==> src/rtl/tx_transmitter.sv <==
//==============================================================================
// tx_transmitter : serial frame transmitter, MSB-first
//   preamble / SFD / header / payload / CRC-8 (0x07), then an idle gap.
// Revision: 1.0
//==============================================================================
`default_nettype none

module tx_transmitter #(
  parameter int IFG_BITS = 8
) (
  input  logic         clk,
  input  logic         rst_n,
  input  logic         tx_start,
  input  logic [1:0]   dest_id,
  input  logic [1:0]   src_id,
  input  logic [3:0]   length,
  input  logic [127:0] payload,
  output logic         tx_line,
  output logic         tx_busy,
  output logic         tx_done
);

  typedef enum logic [2:0] {
    S_IDLE, S_PREAMBLE, S_SFD, S_HEADER, S_PAYLOAD, S_CRC, S_GAP
  } state_t;

  localparam logic [15:0] c_pre     = 16'hAAAA;
  localparam logic [7:0]  c_sfd     = 8'hAB;
  localparam logic [7:0]  c_ifg_end = 8'(IFG_BITS - 1);

  state_t         r_state, w_state_nxt;
  logic [4:0]     r_fcnt, w_fcnt_nxt;
  logic [7:0]     r_pcnt, w_pcnt_nxt;
  logic           r_line, w_line_nxt;
  logic           r_busy, w_busy_nxt;
  logic           r_done, w_done_nxt;
  logic [7:0]     r_crc;
  logic [7:0]     r_hdr;
  logic [127:0]   r_shift;
  logic [3:0]     r_len;
  logic           w_load, w_hdr_shift, w_pl_shift, w_crc_upd, w_crc_shift;
  logic [7:0]     w_bitlen;
  logic [6:0]     w_align;

  // Width kept at 8 so length=15 yields 128 without wrapping.
  assign w_bitlen = ({4'b0000, r_len} + 8'd1) << 3;
  // Left-align the payload so its first byte sits at bit 127.
  assign w_align  = {4'd15 - length, 3'b000};

  always_comb begin
    w_state_nxt = r_state;
    w_fcnt_nxt  = r_fcnt;
    w_pcnt_nxt  = r_pcnt;
    w_line_nxt  = 1'b0;
    w_busy_nxt  = r_busy;
    w_done_nxt  = 1'b0;
    w_load      = 1'b0;
    w_hdr_shift = 1'b0;
    w_pl_shift  = 1'b0;
    w_crc_upd   = 1'b0;
    w_crc_shift = 1'b0;
    case (r_state)
      S_IDLE: begin
        if (tx_start) begin
          w_state_nxt = S_PREAMBLE;
          w_fcnt_nxt  = 5'd0;
          w_line_nxt  = c_pre[15];
          w_busy_nxt  = 1'b1;
          w_load      = 1'b1;
        end
      end
      S_PREAMBLE: begin
        if (r_fcnt == 5'd15) begin
          w_state_nxt = S_SFD;
          w_fcnt_nxt  = 5'd0;
          w_line_nxt  = c_sfd[7];
        end else begin
          w_fcnt_nxt  = r_fcnt + 5'd1;
          w_line_nxt  = c_pre[4'd14 - r_fcnt[3:0]];
        end
      end
      S_SFD: begin
        if (r_fcnt == 5'd7) begin
          w_state_nxt = S_HEADER;
          w_fcnt_nxt  = 5'd0;
          w_line_nxt  = r_hdr[7];
          w_hdr_shift = 1'b1;
          w_crc_upd   = 1'b1;
        end else begin
          w_fcnt_nxt  = r_fcnt + 5'd1;
          w_line_nxt  = c_sfd[3'd6 - r_fcnt[2:0]];
        end
      end
      S_HEADER: begin
        w_line_nxt = (r_fcnt == 5'd7) ? r_shift[127] : r_hdr[7];
        w_crc_upd  = 1'b1;
        if (r_fcnt == 5'd7) begin
          w_state_nxt = S_PAYLOAD;
          w_pcnt_nxt  = 8'd0;
          w_pl_shift  = 1'b1;
        end else begin
          w_fcnt_nxt  = r_fcnt + 5'd1;
          w_hdr_shift = 1'b1;
        end
      end
      S_PAYLOAD: begin
        if (r_pcnt == w_bitlen - 8'd1) begin
          w_state_nxt = S_CRC;
          w_fcnt_nxt  = 5'd0;
          w_line_nxt  = r_crc[7];
          w_crc_shift = 1'b1;
        end else begin
          w_pcnt_nxt  = r_pcnt + 8'd1;
          w_line_nxt  = r_shift[127];
          w_pl_shift  = 1'b1;
          w_crc_upd   = 1'b1;
        end
      end
      S_CRC: begin
        if (r_fcnt == 5'd7) begin
          w_state_nxt = S_GAP;
          w_fcnt_nxt  = 5'd0;
          w_pcnt_nxt  = 8'd0;
          w_done_nxt  = 1'b1;
        end else begin
          w_fcnt_nxt  = r_fcnt + 5'd1;
          w_line_nxt  = r_crc[7];
          w_crc_shift = 1'b1;
        end
      end
      S_GAP: begin
        if (r_pcnt == c_ifg_end) begin
          w_state_nxt = S_IDLE;
          w_pcnt_nxt  = 8'd0;
          w_busy_nxt  = 1'b0;
        end else begin
          w_pcnt_nxt  = r_pcnt + 8'd1;
        end
      end
      default: w_state_nxt = S_IDLE;
    endcase
  end

  always_ff @(posedge clk) begin
    if (!rst_n) begin
      r_state <= S_IDLE;
      r_fcnt  <= 5'd0;
      r_pcnt  <= 8'd0;
      r_line  <= 1'b0;
      r_busy  <= 1'b0;
      r_done  <= 1'b0;
      r_crc   <= 8'd0;
      r_hdr   <= 8'd0;
      r_shift <= 128'd0;
      r_len   <= 4'd0;
    end else begin
      r_state <= w_state_nxt;
      r_fcnt  <= w_fcnt_nxt;
      r_pcnt  <= w_pcnt_nxt;
      r_line  <= w_line_nxt;
      r_busy  <= w_busy_nxt;
      r_done  <= w_done_nxt;
      if (w_load) begin
        r_hdr   <= {dest_id, src_id, length};
        r_len   <= length;
        r_shift <= payload << w_align;
      end else begin
        if (w_hdr_shift) r_hdr   <= {r_hdr[6:0], 1'b0};
        if (w_pl_shift)  r_shift <= {r_shift[126:0], 1'b0};
      end
      // The bit going onto the line this edge is folded into the CRC now.
      if (r_state == S_IDLE)
        r_crc <= 8'd0;
      else if (w_crc_upd)
        r_crc <= {r_crc[6:0], 1'b0} ^ ((r_crc[7] ^ w_line_nxt) ? 8'h07 : 8'h00);
      else if (w_crc_shift)
        r_crc <= {r_crc[6:0], 1'b0};
    end
  end

  assign tx_line = r_line;
  assign tx_busy = r_busy;
  assign tx_done = r_done;

endmodule

`default_nettype wire

==> config.mk <==
export PLATFORM = sky130hd
export DESIGN_NAME = tx_transmitter
export DESIGN_NICKNAME = d
export VERILOG_FILES = /design/src/rtl/tx_transmitter.sv
export SDC_FILE = /design/constraint.sdc
export NUM_CORES = 1
export LEC_CHECK = 0
export CORE_MARGIN = 5
export CORE_UTILIZATION = 33
export CTS_BUF_LIST = sky130_fd_sc_hd__clkbuf_4
export DETAILED_ROUTE_END_ITERATION = 6
export PLACE_DENSITY = 0.52
export SYNTH_ARGS = -nofsm -noshare
export SYNTH_HDL_FRONTEND = slang
export SYNTH_SLANG_ARGS = --single-unit
==> constraint.sdc <==
create_clock -name clk -period 7.16 [get_ports clk]
set_clock_uncertainty 0.15 [all_clocks]
set_input_delay 2.148 -clock clk [delete_from_list [all_inputs] [get_ports clk]]
set_output_delay 2.148 -clock clk [all_outputs]
set_load 0.01 [all_outputs]
# Word level (Yosys, flattened, before mapping)
# Memory sizes are Yosys's and may differ from the RTL's.
# Index checks and enable logic that the tools add are counted.
# Widths: inputs -> output; s select.
# classes
n_addsub	7
n_mul	0
div	0
magnitude_cmp	2
n_eq_ne	20
n_shift	1
n_mux	46
bitwise_logic	3
n_reduce_logical	15
# ops
operator	n
$mux 128	2
$shl 128x7->128	1
$mux 8	7
$mux 5	5
$pmux 5 s5	1
$mux 3	8
$pmux 8 s3	1
$pmux 3 s7	1
$ne 2x2->1 const B	9
$mux 1	15
$eq 3x3->1 const B	3
$add 8x1->8 const B	1
$eq 8x3->1 const B	1
$eq 8x8->1	1
$pmux 1 s2	4
$reduce_bool 2->1	4
$sub 4x4->4 const A	2
$sub 8x1->8 const B	1
$xor 8x3->8	1
$reduce_and 7->1	1
$eq 3x2->1 const B	2
$pmux 1 s6	1
$reduce_and 3->1	2
$reduce_or 2->1	3
other kinds (17)	17
# totals
ff_bits	167
latchBits	0
mem_bits_rw	0
mem_bits_ro	24
in_bits	139
out_inout_bits	3
mem_count	2
# mem_list
name	words	width	read_ports	rd_ports_with_merged_regs	write_ports	line_no	source
(name not given)	16	1	1	0	0	79	w_line_nxt = c_pre[4'd14 - r_fcnt[3:0]];
(name not given)	8	1	1	0	0	91	w_line_nxt = c_sfd[3'd6 - r_fcnt[2:0]];

# Logic depth before layout (Yosys ltp)
# Gate-level depths: netlist (run 1).
# depth
word_depth	9
ltp_mapped	11
mapped_depth_nobuf	11

# Worst setup path after synthesis (run 1)
# Ideal clock, no wire load.
# synth_path
path_kind	input-to-reg
from	input length[1]
to	register r_shift[112]
setup_time_ns	0.142
t_arrival_ns	3.819
t_required_ns	6.868
slack_ns	3.049
path_stages	6
n_path_buf	2
path_cell_list	clkbuf_1 -> clkbuf_1 -> mux2_2 -> mux4_2 -> a211oi_1 -> a311oi_1
# synth_between
elab_chain_cells	3
# synth_rtl
item	line_no	source
from (decl)	16	input logic [3:0] length,
$sub 4x4->4	48	assign w_align = {4'd15 - length, 3'b000};
$shl 128x7->128	166	r_shift <= payload << w_align;
$mux 128	163	if (w_load) begin
to (signal assigned)	166	
to (signal assigned)	169	if (w_pl_shift) r_shift <= {r_shift[126:0], 1'b0};
to (decl)	39	logic [127:0] r_shift;
# Every way passes these cells.
# A chain may end at the register's enable or synchronous reset.

# Final worst setup path (run 1)
# layout_path
from	input length[3]
to	register r_shift[68]
# The elaborated chain is that of the path after synthesis.

==> metrics.md, run 1 <==
| Metric | Value |
|---|---|
| Outcome | finished, final reports clean |
| WS Path Type | input pin to flip-flop |
| Post-CTS Hold Buffers | 0 |
| GPL Wtd Cong | 0.935 |
| Cell Rows | 69 |
| Max VDD drop | 0.000136 V |
| Gate Count Post-Synth | 1585 |
| Final instance area | 0.0137 sq mm |
| Hold Vio Cnt, Final | 0 |
| Worst skew pair latency | 590 ps |
| Core area | 0.0354 sq mm |
| Yosys warning total | 0 |
| Yosys top cell area share | 0.284 |
| DR pass1 iterations | 5 |
| First-pass GRT wire length | 71500 um |
| Grt ovf | 0 |
| Unique masters post-synth | 67 |
| Drt wl/cell | 22.1 um |
| RSZ-0062 raised after global routing | no |
| Clock H-tree levels | 4 |
| Synth top area cells | dfxtp_1, o21ai_0, mux2i_1, a21oi_1, mux2_2 |
| ANT nets after route | 0 |
| Hold Worst Slack | 331 ps |
| Worst Max-Slew Pin Slew | 1120 ps |
| Residual DRC count | 0 |
| Fin. max-slew vios | 0 |
| Share of cells above drive strength 1 | 0.124 |
| Yosys reg bits | 167 |
| WL final | 46500 um |
| Resized cells post-CTS | 0 |
| Ys async rst share | 0 |
| Crit path max-delay cell type | nor3_1 |
| Worst stage delay on the critical path | 950 ps |
| Nets@finish | 1775 |
| Final setup vio count | 0 |
| R2r setup slk | 3760 ps |
| Synth Cell Area | 0.0118 sq mm |
| Largest net degree at the start of global routing | 86 |
| Fin crit share | 0.639 |
| Syn_nets | 1730 |
| CP top delay family | simple AND/OR/NAND/NOR gates |
| WP data arrival | 4980 ps |
| Final-layout fill cell count | 3740 |
| Fmax | 218 MHz |
| Buf/Inv on CP | 2 |
| DP Area | 0.0134 sq mm |
| Area Growth Syn to Fin | 16.0% |
| Setup Total Neg Slack | 0 ps |
| Req. time, crit path | 7570 ps |
| I/O Pins | 142 |
| Total CTS buffers | 17 |
| Sink Count | 167 |
| Initial antenna violation count | 2 |
| Register area share after synthesis | 0.284 |
| Leakage Power | 0.00489 uW |
| Die X | 199 um |
| Post-CTS Setup Bufs | 0 |
| Hpwl dp | 33400 um |
| PwrDens | 233 mW/mm^2 |
| Worst-path clk slew | 180 ps |
| Clk Tree Root Cell | clkbuf_4 |
| Max-slew headroom | 0.254 |
| CP endpoint kind | flip-flop |
| Minimum clock period | 4580 ps |
| Max-cap violations | 0 |
| Critical Path Fanout Max | 21 |
| CTS max path bufs | 2 |
| Post-synthesis area per instance | 7.43 sq um |
| Height of the die | 199 um |
| Drt initial violations | 1323 |
| Vias in the first global route | 11900 |
| Post-synth EDFFs | 0 |
| Crit-path cells | buf_2, inv_1, nand2_1, nor3_1, a22oi_1, o211ai_1, o211a_1 |
| Starting Density | 0.333 |
| HP Class | flip-flop to flip-flop |
| Ys flop type | dfxtp_1 |
| Via density | 5.86 |
| Most area-hungry cell type in the Yosys netlist | dfxtp_1 |
| PortBufs | 141 |
| Via count | 12300 |
| Setup crit start kind | input pin |
| CTS tree | yes |
| Total track usage | 0.231 |
| Full die area | 0.0396 sq mm |
-- layout make-up --
cell class	count	area [sq um]	area share
timing repair buffer	170	1610	0.118
clock buffer	17	128	0.00934
antenna	1	2.50	0.000183
inverter	14	52.6	0.00384
sequential	167	3340	0.245
tap	461	577	0.0422
clock inverter	14	136	0.00998
multi-input combinational	1260	7820	0.572
-- cells in the final DEF, fill, tap and decap left out, types with 11 or more instances in the layout --
master,n
nand2b_1,23
clkdlybuf4s50_1,136
o21ai_0,187
nor3_1,23
a311oi_1,47
a22oi_1,19
o21a_1,13
or2_2,39
inv_1,11
mux2i_1,93
mux4_2,11
a21oi_1,172
dfxtp_1,167
nand2_1,206
buf_4,30
clkbuf_4,17
a211oi_1,41
nor2b_1,16
mux2_2,69
o211ai_1,23
nor2_1,159
nand3_1,13
-- registers in the layout, summed over array words and instances, names as in the netlist --
| register | flops |
|---|---|
| r_shift | 128 |
| r_crc | 8 |
| r_hdr | 8 |
| r_pcnt | 8 |
| r_fcnt | 5 |
| r_len | 4 |
| r_state | 3 |
| tx_busy | 1 |
| tx_done | 1 |
| tx_line | 1 |
-- power breakdown --
| group | internal [uW] | switching, uW |
|---|---|---|
| combinational | 498 | 806 |
| clock | 180 | 395 |
| sequential | 1150 | 146 |
-- final timing paths --
path,startpoint,end,cells past startpoint
worst max-delay path,length[3],r_shift[68],7
worst min-delay path,r_len[3],r_len[3],2
worst max register to register,r_state[0],r_shift[75],6
worst min register to register,r_len[3],r_len[3],2
-- kinds of logic (layout without fill, tap and decap cells) --
family,after synthesis,in the layout,synth area share
DFF,167,167,0.284
other,0,1,0
and+or+nand+nor,516,516,0.196
AOI/OAI and AO/OA,554,554,0.285
muxes,173,173,0.166
adders and majority gates,6,6,0.00637
xor gates and xnor gates,11,11,0.00881
buffers and inverters,158,215,0.0547
-- routing by layer --
layer  GRT usage  wire length (um)
met1       0.321             20600
met3      0.0488              3680
met2       0.360             20700
met4      0.0714              1500
met5           0                 7
-- metrics by stage --
step | utilization | cells | worst slack (ps) | power, uW
floorplan | - | 1585 | 3050 | 2170
global placement | 0.379 | 2072 | 2080 | 2590
detailed placement | 0.379 | 2072 | 2060 | 2600
CTS | 0.386 | 2103 | 2710 | 3170
global route | 0.386 | 2104 | 2470 | 3390
finish | 0.386 | 2104 | 2580 | 3180
-- tightest hold or removal path: stages, from the launching register on --
cell and delay, ps:
dfxtp_1 340, nand2_1 50, a21oi_1 50
-- Yosys cell counts (4+ instances only) --
library cell,n
nand3_1,14
nor4_1,4
a211oi_1,41
nand2b_1,23
a211o_1,4
a21o_1,6
o221a_2,6
nand4_1,5
a22oi_1,19
buf_2,20
o21ai_0,187
o21a_1,13
mux2i_1,93
nand2_1,206
a21oi_1,172
mux2_2,69
xnor2_1,6
o211ai_1,23
o21ai_1,10
mux4_2,11
ha_1,6
or4_1,4
buf_4,5
buf_1,14
o22a_1,4
o22ai_1,4
dfxtp_1,167
nor2_1,161
nor2b_1,16
or2_2,39
or3_1,4
xor2_1,4
nor3_1,23
a311oi_1,47
inv_1,11
clkbuf_1,104
Note: power is estimated with default switching activity, not from simulation.
==> run 2: changes to the inputs <==
==> constraint.sdc (replaced) <==
create_clock -name clk -period 4.4 [get_ports clk]
set_clock_uncertainty 0.15 [all_clocks]
set_input_delay 1.32 -clock clk [delete_from_list [all_inputs] [get_ports clk]]
set_output_delay 1.32 -clock clk [all_outputs]
set_load 0.01 [all_outputs]
==> run 2 against run 1 <==
Effect of this change: register-to-register slack lost 2600 ps; worst setup slack got worse by 1500 ps; core utilization rose by 0.81 points; die area is the same; sequential power grew 61%; final cell count rose by 1.0%; worst hold slack better by 5.5 ps; clock power rose by 69%; power grew 67%; routed wire length shrank 0.15%; critical endpoint is now r_shift[112]; largest cell class unchanged.
==> metrics.md, run 2 (synthesis results as in run 1) <==
| Metric | Value |
|---|---|
| Outcome | finished, final reports clean |
| Setup Total Neg Slack | 0 ps |
| Die X | 199 um |
| Clk Tree Root Cell | clkbuf_4 |
| GPL Wtd Cong | 0.942 |
| Final-layout fill cell count | 3758 |
| Crit-path cells | clkdlybuf4s50_1, mux2_2, a22oi_1, nor2_1, a21oi_1, nor2_1, a211oi_1, a311oi_1 |
| Core area | 0.0354 sq mm |
| Residual DRC count | 0 |
| Crit path max-delay cell type | clkdlybuf4s50_1 |
| Placed insts | 2095 |
| Via density | 5.80 |
| Vias in the first global route | 12000 |
| RSZ-0062 raised after global routing | no |
| WS Path Type | input pin to flip-flop |
| Largest net degree at the start of global routing | 80 |
| Req. time, crit path | 4730 ps |
| Height of the die | 199 um |
| Cell Rows | 69 |
| Hold Vio Cnt, Final | 0 |
| DR pass1 iterations | 6 |
| Leakage Power | 0.00505 uW |
| Grt ovf | 0 |
| PwrDens | 381 mW/mm^2 |
| Reg with most FFs | r_shift |
| CTS max path bufs | 2 |
| Sink Count | 167 |
| Setup crit start kind | input pin |
| I/O Pins | 142 |
| Worst-path clk slew | 140 ps |
| Nets@finish | 1798 |
| Crit path launch | payload[0] |
| Total CTS buffers | 17 |
| Max-cap violations | 0 |
| Post-CTS Setup Bufs | 0 |
| PortBufs | 141 |
| Full die area | 0.0396 sq mm |
| Drt wl/cell | 21.8 um |
| CP endpoint kind | flip-flop |
| Hpwl dp | 34500 um |
| Clock H-tree levels | 4 |
| Worst Max-Slew Pin Slew | 920 ps |
| Fin cells | 2125 |
| WP data arrival | 3610 ps |
| Final setup vio count | 0 |
| Critical Path Fanout Max | 5 |
| Fin. max-slew vios | 0 |
| Total track usage | 0.230 |
| RR Startpoint | r_len[0] |
| Worst stage delay on the critical path | 520 ps |
| Critical hold path startpoint | r_pcnt[1] |
| Resized cells post-CTS | 0 |
| Max VDD drop | 0.000195 V |
| Starting Density | 0.333 |
| Fin crit share | 0.747 |
| Area Growth Syn to Fin | 18.5% |
| CP dominant cell by count | nor2_1 |
| Minimum clock period | 3290 ps |
| CTS tree | yes |
| Post-CTS Hold Buffers | 0 |
| HP Class | flip-flop to flip-flop |
| Fmax | 304 MHz |
| Most frequent cells in the layout | nand2_1, o21ai_0, a21oi_1 |
| Most common cell after layout, fill and taps aside | nand2_1 |
| Share of cells above drive strength 1 | 0.135 |
| WL final | 46400 um |
| Max FFs per register | 128 |
| Initial antenna violation count | 3 |
| Drt initial violations | 1228 |
| Worst skew pair latency | 610 ps |
| ANT nets after route | 0 |
| Via count | 12300 |
| First-pass GRT wire length | 70300 um |
| Max-slew headroom | 0.387 |
==> run 2: cell types whose count changed in the layout (fill, tap and decap cells not counted) <==
cell | previous run | this run
clkinvlp_4 | 3 | 1
clkinv_2 | 1 | 2
inv_8 | 2 | 0
inv_6 | 6 | 1
clkbuf_4 | 17 | 20
bufinv_16 | 1 | 3
buf_4 | 30 | 45
clkinv_4 | 0 | 1
buf_12 | 0 | 8
==> run 2: layout make-up <==
type / instances / area (sq um) / area share
Antenna cell: 1 / 2.50 / 0.000179
Tap cell: 461 / 577 / 0.0413
Inverter: 14 / 52.6 / 0.00377
Timing Repair Buffer: 193 / 1890 / 0.135
Clock inverter: 9 / 129 / 0.00923
Multi-Input combinational cell: 1260 / 7820 / 0.560
Sequential cell: 167 / 3340 / 0.240
Clock buffer: 20 / 150 / 0.0108
==> run 2: path summary, 6_finish.rpt <==
path | end | slack (ps) | cells past startpoint
setup / recovery | r_shift[112] | 1110 | 8
hold / removal | r_pcnt[1] | 340 | 2
setup reg to reg | r_shift[93] | 1190 | 9
hold reg to reg | r_pcnt[1] | 340 | 2
==> run 2: per-layer routing <==
layer | global-route usage | wire length (um)
met5 | 0 | 13
met3 | 0.0420 | 3350
met2 | 0.362 | 20800
met1 | 0.308 | 20200
met4 | 0.101 | 2050
==> run 2: worst max-delay path: cells and delay by family <==
family / cells / cell delay (ps)
AO/OA/AOI/OAI: 4 / 1250
buffers and inverters: 1 / 520
multiplexers: 1 / 350
AND/OR/NAND/NOR: 2 / 160
==> run 2: power breakdown <==
part | internal, uW | total, uW | switching [uW]
combinational | 889 | 2250 | 1360
clock | 403 | 973 | 570
sequential | 1880 | 2090 | 209
total | 3170 | 5310 | 2140
==> run 2: metrics by stage <==
stage          cell area [sq um]  setup slack [ps]  total power [uW]  hold slack, ps  utilization
2_1_floorplan              11800              1120              3530             298            -
3_3_place_gp               13700               552              4320             312        0.386
3_5_place_dp               13700               567              4340             321        0.386
4_1_cts                    14000              1200              5320             339        0.394
5_1_grt                    14000              1010              5660             353        0.394
6_report                   14000              1110              5310             336        0.394
